$ cat src/rtl/bomberman_pkg.sv
// Shared Bomberman constants and types used by the scheduler, map and sprite units.
package bomberman_pkg;

    localparam int unsigned HTILES     = 25;
    localparam int unsigned VTILES     = 17;
    localparam int unsigned TILE_SHIFT = 5;
    localparam int unsigned TILE_W     = 5;

    typedef enum logic [1:0] {
        SLOT_FREE,
        SLOT_ARMED,
        SLOT_EXPIRED
    } slot_state_t;

endpackage

$ cat src/rtl/bomb_slot.sv
// One bomb slot: lifecycle state, fuse counter in frames, latched tile and owner.
module bomb_slot
    import bomberman_pkg::*;
#(
    parameter int unsigned FUSE_FRAMES = 120
) (
    input  logic              clk,
    input  logic              reset_n,
    input  logic              load_i,
    input  logic              tick_i,
    input  logic              release_i,
    input  logic [TILE_W-1:0] tile_x_i,
    input  logic [TILE_W-1:0] tile_y_i,
    input  logic              owner_i,
    output slot_state_t       state_o,
    output logic [TILE_W-1:0] tile_x_o,
    output logic [TILE_W-1:0] tile_y_o,
    output logic              owner_o
);

    slot_state_t       state_q, state_d;
    logic [7:0]        fuse_q, fuse_d;
    logic [TILE_W-1:0] tx_q, tx_d, ty_q, ty_d;
    logic              own_q, own_d;

    always_ff @(posedge clk) begin
        if (!reset_n) begin
            state_q <= SLOT_FREE;
            fuse_q  <= '0;
            tx_q    <= '0;
            ty_q    <= '0;
            own_q   <= 1'b0;
        end else begin
            state_q <= state_d;
            fuse_q  <= fuse_d;
            tx_q    <= tx_d;
            ty_q    <= ty_d;
            own_q   <= own_d;
        end
    end

    always_comb begin
        state_d = state_q;
        fuse_d  = fuse_q;
        tx_d    = tx_q;
        ty_d    = ty_q;
        own_d   = own_q;
        case (state_q)
            SLOT_FREE: begin
                if (load_i) begin
                    state_d = SLOT_ARMED;
                    fuse_d  = 8'(FUSE_FRAMES);
                    tx_d    = tile_x_i;
                    ty_d    = tile_y_i;
                    own_d   = owner_i;
                end
            end
            SLOT_ARMED: begin
                // Loads only happen from FREE, so a freshly armed slot never sees this tick.
                if (tick_i) begin
                    fuse_d = fuse_q - 8'd1;
                    if (fuse_q == 8'd1) state_d = SLOT_EXPIRED;
                end
            end
            SLOT_EXPIRED: begin
                if (release_i) state_d = SLOT_FREE;
            end
            default: state_d = SLOT_FREE;
        endcase
    end

    assign state_o  = state_q;
    assign tile_x_o = tx_q;
    assign tile_y_o = ty_q;
    assign owner_o  = own_q;

endmodule

$ cat src/rtl/bomb_scheduler.sv
// Shared bomb-slot pool: drop arbitration, frame-based fuses and explosion hand-off.
module bomb_scheduler
    import bomberman_pkg::*;
#(
    parameter int unsigned NB_SLOTS    = 4,
    parameter int unsigned MAX_PER_PLY = 2,
    parameter int unsigned FUSE_FRAMES = 120
) (
    input  logic                       clk,
    input  logic                       reset_n,
    input  logic                       EOF,
    input  logic                       j1_bomb,
    input  logic                       j2_bomb,
    input  logic [9:0]                 player1_centerX,
    input  logic [9:0]                 player1_centerY,
    input  logic [9:0]                 player2_centerX,
    input  logic [9:0]                 player2_centerY,
    output logic [NB_SLOTS-1:0]        bomb_active,
    output logic [NB_SLOTS*TILE_W-1:0] bomb_tile_x,
    output logic [NB_SLOTS*TILE_W-1:0] bomb_tile_y,
    output logic                       expl_valid,
    input  logic                       expl_ready,
    output logic [TILE_W-1:0]          expl_tile_x,
    output logic [TILE_W-1:0]          expl_tile_y,
    output logic                       expl_owner
);

    localparam int unsigned IdxW = (NB_SLOTS > 1) ? $clog2(NB_SLOTS) : 1;

    typedef enum logic {StIdle, StPresent} out_state_t;

    logic j1_q, j2_q, eof_q, rr_q, rr_d;
    logic req1, req2, tick;
    logic [TILE_W-1:0] p1_tx, p1_ty, p2_tx, p2_ty;

    slot_state_t       st [NB_SLOTS];
    logic [TILE_W-1:0] tx [NB_SLOTS];
    logic [TILE_W-1:0] ty [NB_SLOTS];
    logic              own [NB_SLOTS];

    logic            any_free, two_free, any_exp, occ1, occ2, ok1, ok2, acc1, acc2, same_tile;
    logic [IdxW-1:0] f0, f1, fe, s1, s2;
    logic [3:0]      cnt1, cnt2;
    logic [NB_SLOTS-1:0] load, ld_p2, rel;

    out_state_t        out_q, out_d;
    logic [IdxW-1:0]   sel_q, sel_d;
    logic [TILE_W-1:0] ex_x_q, ex_x_d, ex_y_q, ex_y_d;
    logic              ex_o_q, ex_o_d;

    assign req1  = j1_bomb & ~j1_q;
    assign req2  = j2_bomb & ~j2_q;
    assign tick  = EOF & ~eof_q;
    assign p1_tx = player1_centerX[9:TILE_SHIFT];
    assign p1_ty = player1_centerY[9:TILE_SHIFT];
    assign p2_tx = player2_centerX[9:TILE_SHIFT];
    assign p2_ty = player2_centerY[9:TILE_SHIFT];

    always_comb begin
        any_free = 1'b0;
        two_free = 1'b0;
        any_exp  = 1'b0;
        f0       = '0;
        f1       = '0;
        fe       = '0;
        cnt1     = '0;
        cnt2     = '0;
        occ1     = 1'b0;
        occ2     = 1'b0;
        for (int i = 0; i < NB_SLOTS; i++) begin
            if (st[i] == SLOT_FREE) begin
                if (!any_free) begin
                    any_free = 1'b1;
                    f0       = IdxW'(i);
                end else if (!two_free) begin
                    two_free = 1'b1;
                    f1       = IdxW'(i);
                end
            end else begin
                if (own[i]) cnt2 = cnt2 + 4'd1;
                else        cnt1 = cnt1 + 4'd1;
                if (tx[i] == p1_tx && ty[i] == p1_ty) occ1 = 1'b1;
                if (tx[i] == p2_tx && ty[i] == p2_ty) occ2 = 1'b1;
            end
            if (st[i] == SLOT_EXPIRED && !any_exp) begin
                any_exp = 1'b1;
                fe      = IdxW'(i);
            end
        end
    end

    always_comb begin
        same_tile = (p1_tx == p2_tx) && (p1_ty == p2_ty);
        ok1  = req1 && (cnt1 < 4'(MAX_PER_PLY)) && any_free && !occ1;
        ok2  = req2 && (cnt2 < 4'(MAX_PER_PLY)) && any_free && !occ2;
        acc1 = ok1;
        acc2 = ok2;
        s1   = f0;
        s2   = f0;
        // The rr holder wins; the other player only gets a second free slot on a distinct tile.
        if (req1 && req2) begin
            if (!rr_q && ok1) begin
                acc2 = ok2 && two_free && !same_tile;
                s2   = f1;
            end else if (rr_q && ok2) begin
                acc1 = ok1 && two_free && !same_tile;
                s1   = f1;
            end
        end
        rr_d  = rr_q ^ (req1 & req2);
        load  = '0;
        ld_p2 = '0;
        if (acc1) load[s1] = 1'b1;
        if (acc2) begin
            load[s2]  = 1'b1;
            ld_p2[s2] = 1'b1;
        end
    end

    for (genvar i = 0; i < NB_SLOTS; i++) begin : g_slot
        bomb_slot #(
            .FUSE_FRAMES(FUSE_FRAMES)
        ) u_slot (
            .clk      (clk),
            .reset_n  (reset_n),
            .load_i   (load[i]),
            .tick_i   (tick),
            .release_i(rel[i]),
            .tile_x_i (ld_p2[i] ? p2_tx : p1_tx),
            .tile_y_i (ld_p2[i] ? p2_ty : p1_ty),
            .owner_i  (ld_p2[i]),
            .state_o  (st[i]),
            .tile_x_o (tx[i]),
            .tile_y_o (ty[i]),
            .owner_o  (own[i])
        );
        assign bomb_active[i]                = (st[i] != SLOT_FREE);
        assign bomb_tile_x[TILE_W*i+:TILE_W] = tx[i];
        assign bomb_tile_y[TILE_W*i+:TILE_W] = ty[i];
    end

    always_comb begin
        out_d  = out_q;
        sel_d  = sel_q;
        ex_x_d = ex_x_q;
        ex_y_d = ex_y_q;
        ex_o_d = ex_o_q;
        rel    = '0;
        case (out_q)
            StIdle: begin
                if (any_exp) begin
                    out_d  = StPresent;
                    sel_d  = fe;
                    ex_x_d = tx[fe];
                    ex_y_d = ty[fe];
                    ex_o_d = own[fe];
                end
            end
            StPresent: begin
                if (expl_ready) begin
                    rel[sel_q] = 1'b1;
                    out_d      = StIdle;
                    ex_x_d     = '0;
                    ex_y_d     = '0;
                    ex_o_d     = 1'b0;
                end
            end
            default: out_d = StIdle;
        endcase
    end

    always_ff @(posedge clk) begin
        if (!reset_n) begin
            j1_q   <= 1'b0;
            j2_q   <= 1'b0;
            eof_q  <= 1'b0;
            rr_q   <= 1'b0;
            out_q  <= StIdle;
            sel_q  <= '0;
            ex_x_q <= '0;
            ex_y_q <= '0;
            ex_o_q <= 1'b0;
        end else begin
            j1_q   <= j1_bomb;
            j2_q   <= j2_bomb;
            eof_q  <= EOF;
            rr_q   <= rr_d;
            out_q  <= out_d;
            sel_q  <= sel_d;
            ex_x_q <= ex_x_d;
            ex_y_q <= ex_y_d;
            ex_o_q <= ex_o_d;
        end
    end

    assign expl_valid  = (out_q == StPresent);
    assign expl_tile_x = ex_x_q;
    assign expl_tile_y = ex_y_q;
    assign expl_owner  = ex_o_q;

endmodule

$ cat config.mk
export PLATFORM = sky130hd
export DESIGN_NAME = bomb_scheduler
export DESIGN_NICKNAME = d
export VERILOG_FILES = /design/src/rtl/bomberman_pkg.sv /design/src/rtl/bomb_slot.sv /design/src/rtl/bomb_scheduler.sv
export SDC_FILE = /design/constraint.sdc
export NUM_CORES = 1
export LEC_CHECK = 0
export ABC_AREA = 0
export ABC_CLOCK_PERIOD_IN_PS = 6150
export CORE_MARGIN = 2
export CORE_UTILIZATION = 59
export DETAILED_ROUTE_END_ITERATION = 12
export PLACE_DENSITY = 0.88
export SYNTH_ARGS = -nofsm -noshare
export SYNTH_HDL_FRONTEND = slang
export SYNTH_SLANG_ARGS = --single-unit
$ cat constraint.sdc
create_clock -name clk -period 6.15 [get_ports clk]
set_clock_uncertainty 0.15 [all_clocks]
set_input_delay 1.23 -clock clk [delete_from_list [all_inputs] [get_ports clk]]
set_output_delay 1.23 -clock clk [all_outputs]
set_load 0.05 [all_outputs]
==> results of run 1 <==
==> power by group <==
part           leakage (uW)  total, uW  internal [uW]  switching, uW
clock network      0.000145        593            322            272
registers          0.000830        860            743            117
logic               0.00190        912            349            563
total               0.00287       2370           1410            952
==> cell families after synthesis <==
kind of cell,after synthesis,synth area share
AOI/OAI and AO/OA,174,0.1612
xor gates and xnor gates,116,0.1529
adders and majority gates,17,0.03201
buffers and inverters,81,0.05743
DFF,102,0.3073
muxes,55,0.08304
and+or+nand+nor,266,0.2062
==> state kept, by name, summed over array words and instances (netlist names), 2 cells and up <==
| register | flops |
|---|---|
| g_slot.u_slot.fuse_q | 32 |
| expl_tile_x | 5 |
| sel_q | 2 |
| g_slot.u_slot.tile_y_o | 20 |
| g_slot.u_slot.owner_o | 4 |
| expl_tile_y | 5 |
| g_slot.u_slot.tile_x_o | 20 |
| g_slot.u_slot.state_o | 8 |
==> cell type report <==
cell class	instances	area, um^2
Inverter	22	82.58
Timing Repair Buffer	90	878.3
Sequential cell	102	2042
Tap cell	140	175.2
Fill cell	850	3238
Clock buffer	11	232.7
Multi-Input combinational cell	628	4222
Clock inverter	5	65.06
==> worst max-delay path, delay by kind of cell (launching register included) <==
family / cells / cell delay, ps
AND/OR/NAND/NOR: 7 / 1740
buffers and inverters: 3 / 410
multiplexers: 1 / 90
AO/OA/AOI/OAI: 4 / 1380
flip-flops: 1 / 360
adder cells (fa/ha/maj): 3 / 880
==> metrics by stage <==
stage	total power (uW)	std cells	hold WS, ps
2_1_floorplan	1522	811	290.0
3_3_place_gp	1743	982	302.6
3_5_place_dp	1762	982	303.8
4_1_cts	2356	998	313.3
5_1_grt	2476	998	350.6
6_report	2366	998	311.9
==> cell usage after synthesis (all sizes together), types with 3 or more instances <==
cell,n
a211oi,20
a21oi,55
a31oi,14
a41oi,3
and2,16
buf,36
clkbuf,23
dfxtp,102
ha,17
inv,22
mux2i,54
nand2,28
nand2b,15
nand3,19
nand3b,3
nand4,17
nand4b,4
nor2,103
nor2b,6
nor3,20
nor4,14
nor4b,3
o21a,6
o21ai,53
o22a,4
or2,3
or3,4
or4,4
xnor2,74
xor2,42
==> final timing paths <==
path | startpoint | endpoint | slack [ps] | depth (start not counted)
worst max register to register | g_slot[0].u_slot.state_o[0]$_SDFFE_PN0P_ | g_slot[3].u_slot.fuse_q[6]$_SDFFE_PN0P_ | 1060 | 18
worst max-delay path | g_slot[0].u_slot.state_o[0]$_SDFFE_PN0P_ | g_slot[3].u_slot.fuse_q[6]$_SDFFE_PN0P_ | 1060 | 18
worst min-delay path | g_slot[2].u_slot.fuse_q[1]$_SDFFE_PN0P_ | g_slot[2].u_slot.fuse_q[1]$_SDFFE_PN0P_ | 310 | 2
worst min register to register | g_slot[2].u_slot.fuse_q[1]$_SDFFE_PN0P_ | g_slot[2].u_slot.fuse_q[1]$_SDFFE_PN0P_ | 310 | 2
==> metal layers <==
metal	vias up	part of all wire	GRT usage	wire length, um
met5	-	0	0	0
met4	0	0.046	0.1607	838
met3	76	0.076	0.07113	1387
met2	314	0.47	0.5083	8652
met1	2925	0.41	0.3922	7452
li1	2911	-	-	-
==> impl_results.md, run 1 <==
- Worst-Margin Slew: 1018 ps
- Commonest non-fill, non-tap cells in the layout: 102 x dfxtp_1, 101 x nor2_1, 81 x clkdlybuf4s50_1, 74 x xnor2_1
- H-tree levels: 3
- Worst path slowest cell: or2_1
- Slew Limit Fails: 0
- Site row count: 38
- Post-route minimum period: 5094 ps
- WP data arrival: 5230 ps
- Final Instance Area: 0.007697 mm^2
- Final GP Congestion: 0.9167
- Syn Area/Cell: 8.194 um^2
- Die width: 110.1 um
- Layout Nets: 916
- Leak: 0.002873 uW
- ANT nets after route: 0
- Area leader, netlist: dfxtp_1
- Largest net degree at the start of global routing: 56
- Diode count: 0
- Total of max-cap violations: 0
- Sequential fraction of the synthesis area: 0.3073
- Initial Utilization: 0.6077
- Ys flop type: dfxtp_1
- Cell Area, Synth: 0.006645 mm^2
- Most common cell after layout, fill and taps aside: dfxtp_1
- Initial antenna violation count: 0
- YS warnings: 0
- Post-synth ARST share: 0
- Post-cts hold buffer count: 0
- Crit. End Element: flop
- PostCTS Resize Cnt: 0
- Clk_lat worst skew: 360 ps
- TritonCTS sink count: 102
- Avg WL per Cell: 18.37 um
- Cts bufs inserted: 9
- Clock root buffer: clkbuf_16
- Final core utilization: 0.7039
- Global Route Usage Sum: 0.3144
- Post-DP HPWL: 12380 um
- Routed WL: 18330 um
- Grt ovf: 0
- Initial detailed-routing violation count: 535
- Flops & latches, synth: 102
- Die area: 0.01213 mm^2
- CORE AREA: 0.01094 mm^2
- Final setup viols: 0
- Clock buffer depth: 2
- Worst VDD drop: 0.0002321 V
- Distinct cells, synth: 67
- Cell Chain, Critical Path: o21ai_0, inv_1, ha_1, o21ai_0, o21ai_0, ha_1, nand3_1, nand2_1, ha_1, inv_1, mux2i_1, nor4_4, nand2_2, a2111oi_0, or2_1, buf_4, nor2_1, nor2_1
- Pre-Repair DR Iteration Count: 5
- Vias per Instance: 6.238
- Final-report hold violation count: 0
- Vias after detailed routing: 6226
- Unrepaired setup endpoints after global routing: no
- TritonCTS clock tree: done
- Worst-path fanout max: 25
- Synth top area cells: dfxtp_1 31%, xnor2_1 9.8%, mux2i_1 8.1%
- Area grow syn2layout: 15.84%
- Setup bufs post-CTS: 0
- Post-synth EDFFs: 0
- Die height: 110.1 um
- # IOs: 102
- Power per cell area: 307.3 mW/mm^2
- Share of the synthesized area in the top cell type: 0.3073
- Min-Delay Path Class: flop to flop
- IO buf count: 81
- Post-synth net total: 874
- Run status: finished, final reports clean
- DR DRC count: 0
- First-pass GRT wire length: 29260 um
- Largest stage delay, worst path: 860 ps
- Setup CP Type: flop to flop
- Pre-CTS setup slack: 1061 ps
- Gate Count Post-Synth: 811
- Placed Area: 0.007400 mm^2
- Layout cells sized above 1: 0.04779
- Vias in the first global route: 5813
- PnR worst setup slack: 1056 ps
- Max Fclk: 196.3 MHz
- Worst Path Required: 6290 ps
- Clock Pin Slew Worst Setup and Hold Paths: 70 ps
- Slew headroom: 0.3215
- Setup TNS: 0 ps
- CP Launch Type: flop
- Crit share post-route: 0.8283
(Power assumes the default switching activity.)
==> inputs of run 2 (changes only) <==
ABC_CLOCK_PERIOD_IN_PS = 4400   (was 6150)
CORE_UTILIZATION = 50   (was 59)
PLACE_DENSITY = 0.8   (was 0.88)
clock period = 4.4 ns   (was 6.15 ns; I/O delays follow)
==> run 2 against run 1 <==
  * Final cell count grew 5.4%
  * Via count fell by 1.4%
  * Wire length up 1.3%
  * Total power is 46% higher
  * First-iteration DRC count decreased by 15%
  * Critical path depth grew 1
  * Fmax increased by 24%
  * Register-to-register slack worse by 760 ps
  * Combinational power grew 47%
  * Count of clock-buffer cells in the layout decreased by 1
==> impl_results.md, run 2 (synthesis results as in run 1) <==
- Run status: finished, final reports clean
- Internal cell power: 2095 uW (+48%)
- Worst Path Required: 4510 ps (-1780 ps)
- Die width: 119.3 um (+8.3%)
- First-pass GRT wire length: 30540 um (+4.4%)
- Pre-Repair DR Iteration Count: 5 (unchanged)
- Final setup viols: 0 (unchanged)
- Worst path slowest cell: a2111oi_2
- Setup CP Type: flop to flop
- Slew Limit Fails: 0 (unchanged)
- Cell Chain, Critical Path: or2_1, inv_2, nor2_1, ha_1, o21ai_2, nand2_1, ha_1, nor2b_1, a32o_1, ha_1, o211ai_1, nand4b_1, nor3b_2, nand3_4, a2111oi_2, or2_4, buf_4, nor2_1, o21a_1
- TritonCTS clock tree: done
- Reg power frac: 0.348 (-0.016)
- Layout cells sized above 1: 0.08447 (+0.03669)
- Worst hold slack: 315.6 ps (+3.654 ps)
- Largest stage delay, worst path: 380 ps (-480 ps)
- Final core utilization: 0.6116 (-0.09230)
- # IOs: 102 (unchanged)
- Layout Nets: 934 (+2.0%)
- Worst VDD drop: 0.0002759 V (+19%)
- Most frequent CP cell: ha_1
- Final Non-Filler Cells: 1052 (+5.4%)
- Grt ovf: 0 (unchanged)
- Clock root buffer: clkbuf_16
- ANT nets after route: 0 (unchanged)
- Switching Fraction: 0.3938 (-0.008573)
- Site row count: 42 (+11%)
- WP data arrival: 4210 ps (-1020 ps)
- Initial detailed-routing violation count: 457 (-15%)
- Placed instance count: 1033 (+5.2%)
- DR DRC count: 0 (unchanged)
- Post-DP HPWL: 12820 um (+3.5%)
- Cts bufs inserted: 9 (unchanged)
- Clock buffer depth: 2 (unchanged)
- Min-Delay Path Class: flop to flop
- Vias per Instance: 5.836 (-6.5%)
- Clock group share of total power: 0.265 (+0.014)
- Total of max-cap violations: 0 (unchanged)
- Combinational power share: 0.387 (about the same)
- Fillers: 1132 (+33%)
- Initial antenna violation count: 0 (unchanged)
- Sw power: 1361 uW (+43%)
- Most flops, register: g_slot.u_slot.fuse_q
- Max reg flops: 32 (unchanged)
- Avg WL per Cell: 17.65 um (-3.9%)
- Worst-path fanout max: 7 (-72%)
- TritonCTS sink count: 102 (unchanged)
- Area grow syn2layout: 20.43%
- Commonest non-fill, non-tap cells in the layout: 100 x nor2_1, 100 x dfxtp_1, 80 x clkdlybuf4s50_1, 74 x xnor2_1
- Worst path top cell family by delay: simple AND/OR/NAND/NOR gates
- Largest net degree at the start of global routing: 55 (-1.8%)
- Die height: 119.3 um (+8.3%)
- Crit. End Element: flop
- Initial Utilization: 0.5078 (-0.09983)
- Post-cts hold buffer count: 0 (unchanged)
- Vias in the first global route: 5911 (+1.7%)
- Global Route Usage Sum: 0.2687 (-0.04577)
- Crit share post-route: 0.9317 (+0.1034)
- CORE AREA: 0.01309 mm^2 (+20%)
- Power per cell area: 431.9 mW/mm^2 (+41%)
- Storage cell area: 0.002044 mm^2 (+0.12%)
- Clock Pin Slew Worst Setup and Hold Paths: 80 ps (about the same)
- CP Launch Type: flop
- Diode count: 0 (unchanged)
- Die area: 0.01423 mm^2 (+17%)
- Area occupied by multi-input gates: 0.004270 mm^2 (+1.2%)
- Leak: 0.003002 uW (+4.5%)
- Final GP Congestion: 0.9320 (+1.7%)
- Max Fclk: 243.9 MHz (+24%)
- Worst-Margin Slew: 988.9 ps (-28.83 ps)
- Slew headroom: 0.3407 (+0.01922)
- Crit path buffers/inverters: 2 (-1)
- Post-route minimum period: 4099 ps (-994.6 ps)
- IO buf count: 81 (unchanged)
- Vias after detailed routing: 6139 (-1.4%)
- H-tree levels: 3 (unchanged)
- Final-report hold violation count: 0 (unchanged)
- Routed WL: 18570 um (+1.3%)
- Clk_lat worst skew: 360 ps (about the same)
[run 2: power groups by stage]
stage               Sequential (uW)  Clock (uW)  Combinational (uW)
floorplan                      1400           0                 730
global placement               1210           0                1260
detailed placement             1220           0                1280
CTS                            1200         921                1300
global route                   1220         965                1450
finish                         1200         916                1340
[run 2: repair_timing]
action	4_1_cts	5_1_grt
setup endpoints to repair	1	61
buffers inserted	0	3
gates resized for setup	2	21
pin swaps	0	9
[run 2: routing by layer]
| metal | routed length [um] | share of wire | track usage | up-vias |
|---|---|---|---|---|
| met4 | 766 | 0.041 | 0.1190 | 0 |
| met1 | 8009 | 0.43 | 0.3426 | 2857 |
| met3 | 1078 | 0.058 | 0.04837 | 60 |
| met2 | 8716 | 0.47 | 0.4432 | 264 |
| li1 | - | - | - | 2958 |
| met5 | 0 | 0 | 0 | - |
[run 2: worst paths after layout]
| path | depth (start not counted) | endpoint | start | slack [ps] |
|---|---|---|---|---|
| min reg2reg | 2 | g_slot[2].u_slot.fuse_q[1]$_SDFFE_PN0P_ | g_slot[2].u_slot.fuse_q[1]$_SDFFE_PN0P_ | 320 |
| min | 2 | g_slot[2].u_slot.fuse_q[1]$_SDFFE_PN0P_ | g_slot[2].u_slot.fuse_q[1]$_SDFFE_PN0P_ | 320 |
| max | 19 | g_slot[3].u_slot.fuse_q[0]$_SDFFE_PN0P_ | g_slot[0].u_slot.state_o[0]$_SDFFE_PN0P_ | 300 |
| max reg2reg | 19 | g_slot[3].u_slot.fuse_q[0]$_SDFFE_PN0P_ | g_slot[0].u_slot.state_o[0]$_SDFFE_PN0P_ | 300 |
[run 2: stage by stage]
| step | setup slack (ps) | setup TNS, ps | power, uW | instance area, um^2 |
|---|---|---|---|---|
| global route | -6.648 | -6.648 | 3633 | 8003 |
| global placement | 175.8 | 0 | 2476 | 7565 |
| detailed placement | 23.04 | 0 | 2497 | 7565 |
| CTS | 54.42 | 0 | 3414 | 7904 |
| floorplan | 290.5 | 0 | 2128 | 6645 |
| finish | 300.7 | 0 | 3456 | 8003 |
[run 2: tightest hold or removal path: cells and delay by family, from the launching register on]
family             cells  cell delay (ps)
DFF                    1              310
AOI/OAI and AO/OA      1               50
and+or+nand+nor        1               50
[run 2: layout make-up]
class,instances,area share
clock buffers,10,0.02986
clock inverters,6,0.01235
inverters,22,0.01032
multi-input cells,628,0.5336
flip-flops and latches,102,0.2555
well taps,176,0.02752
repair buffers,108,0.1309
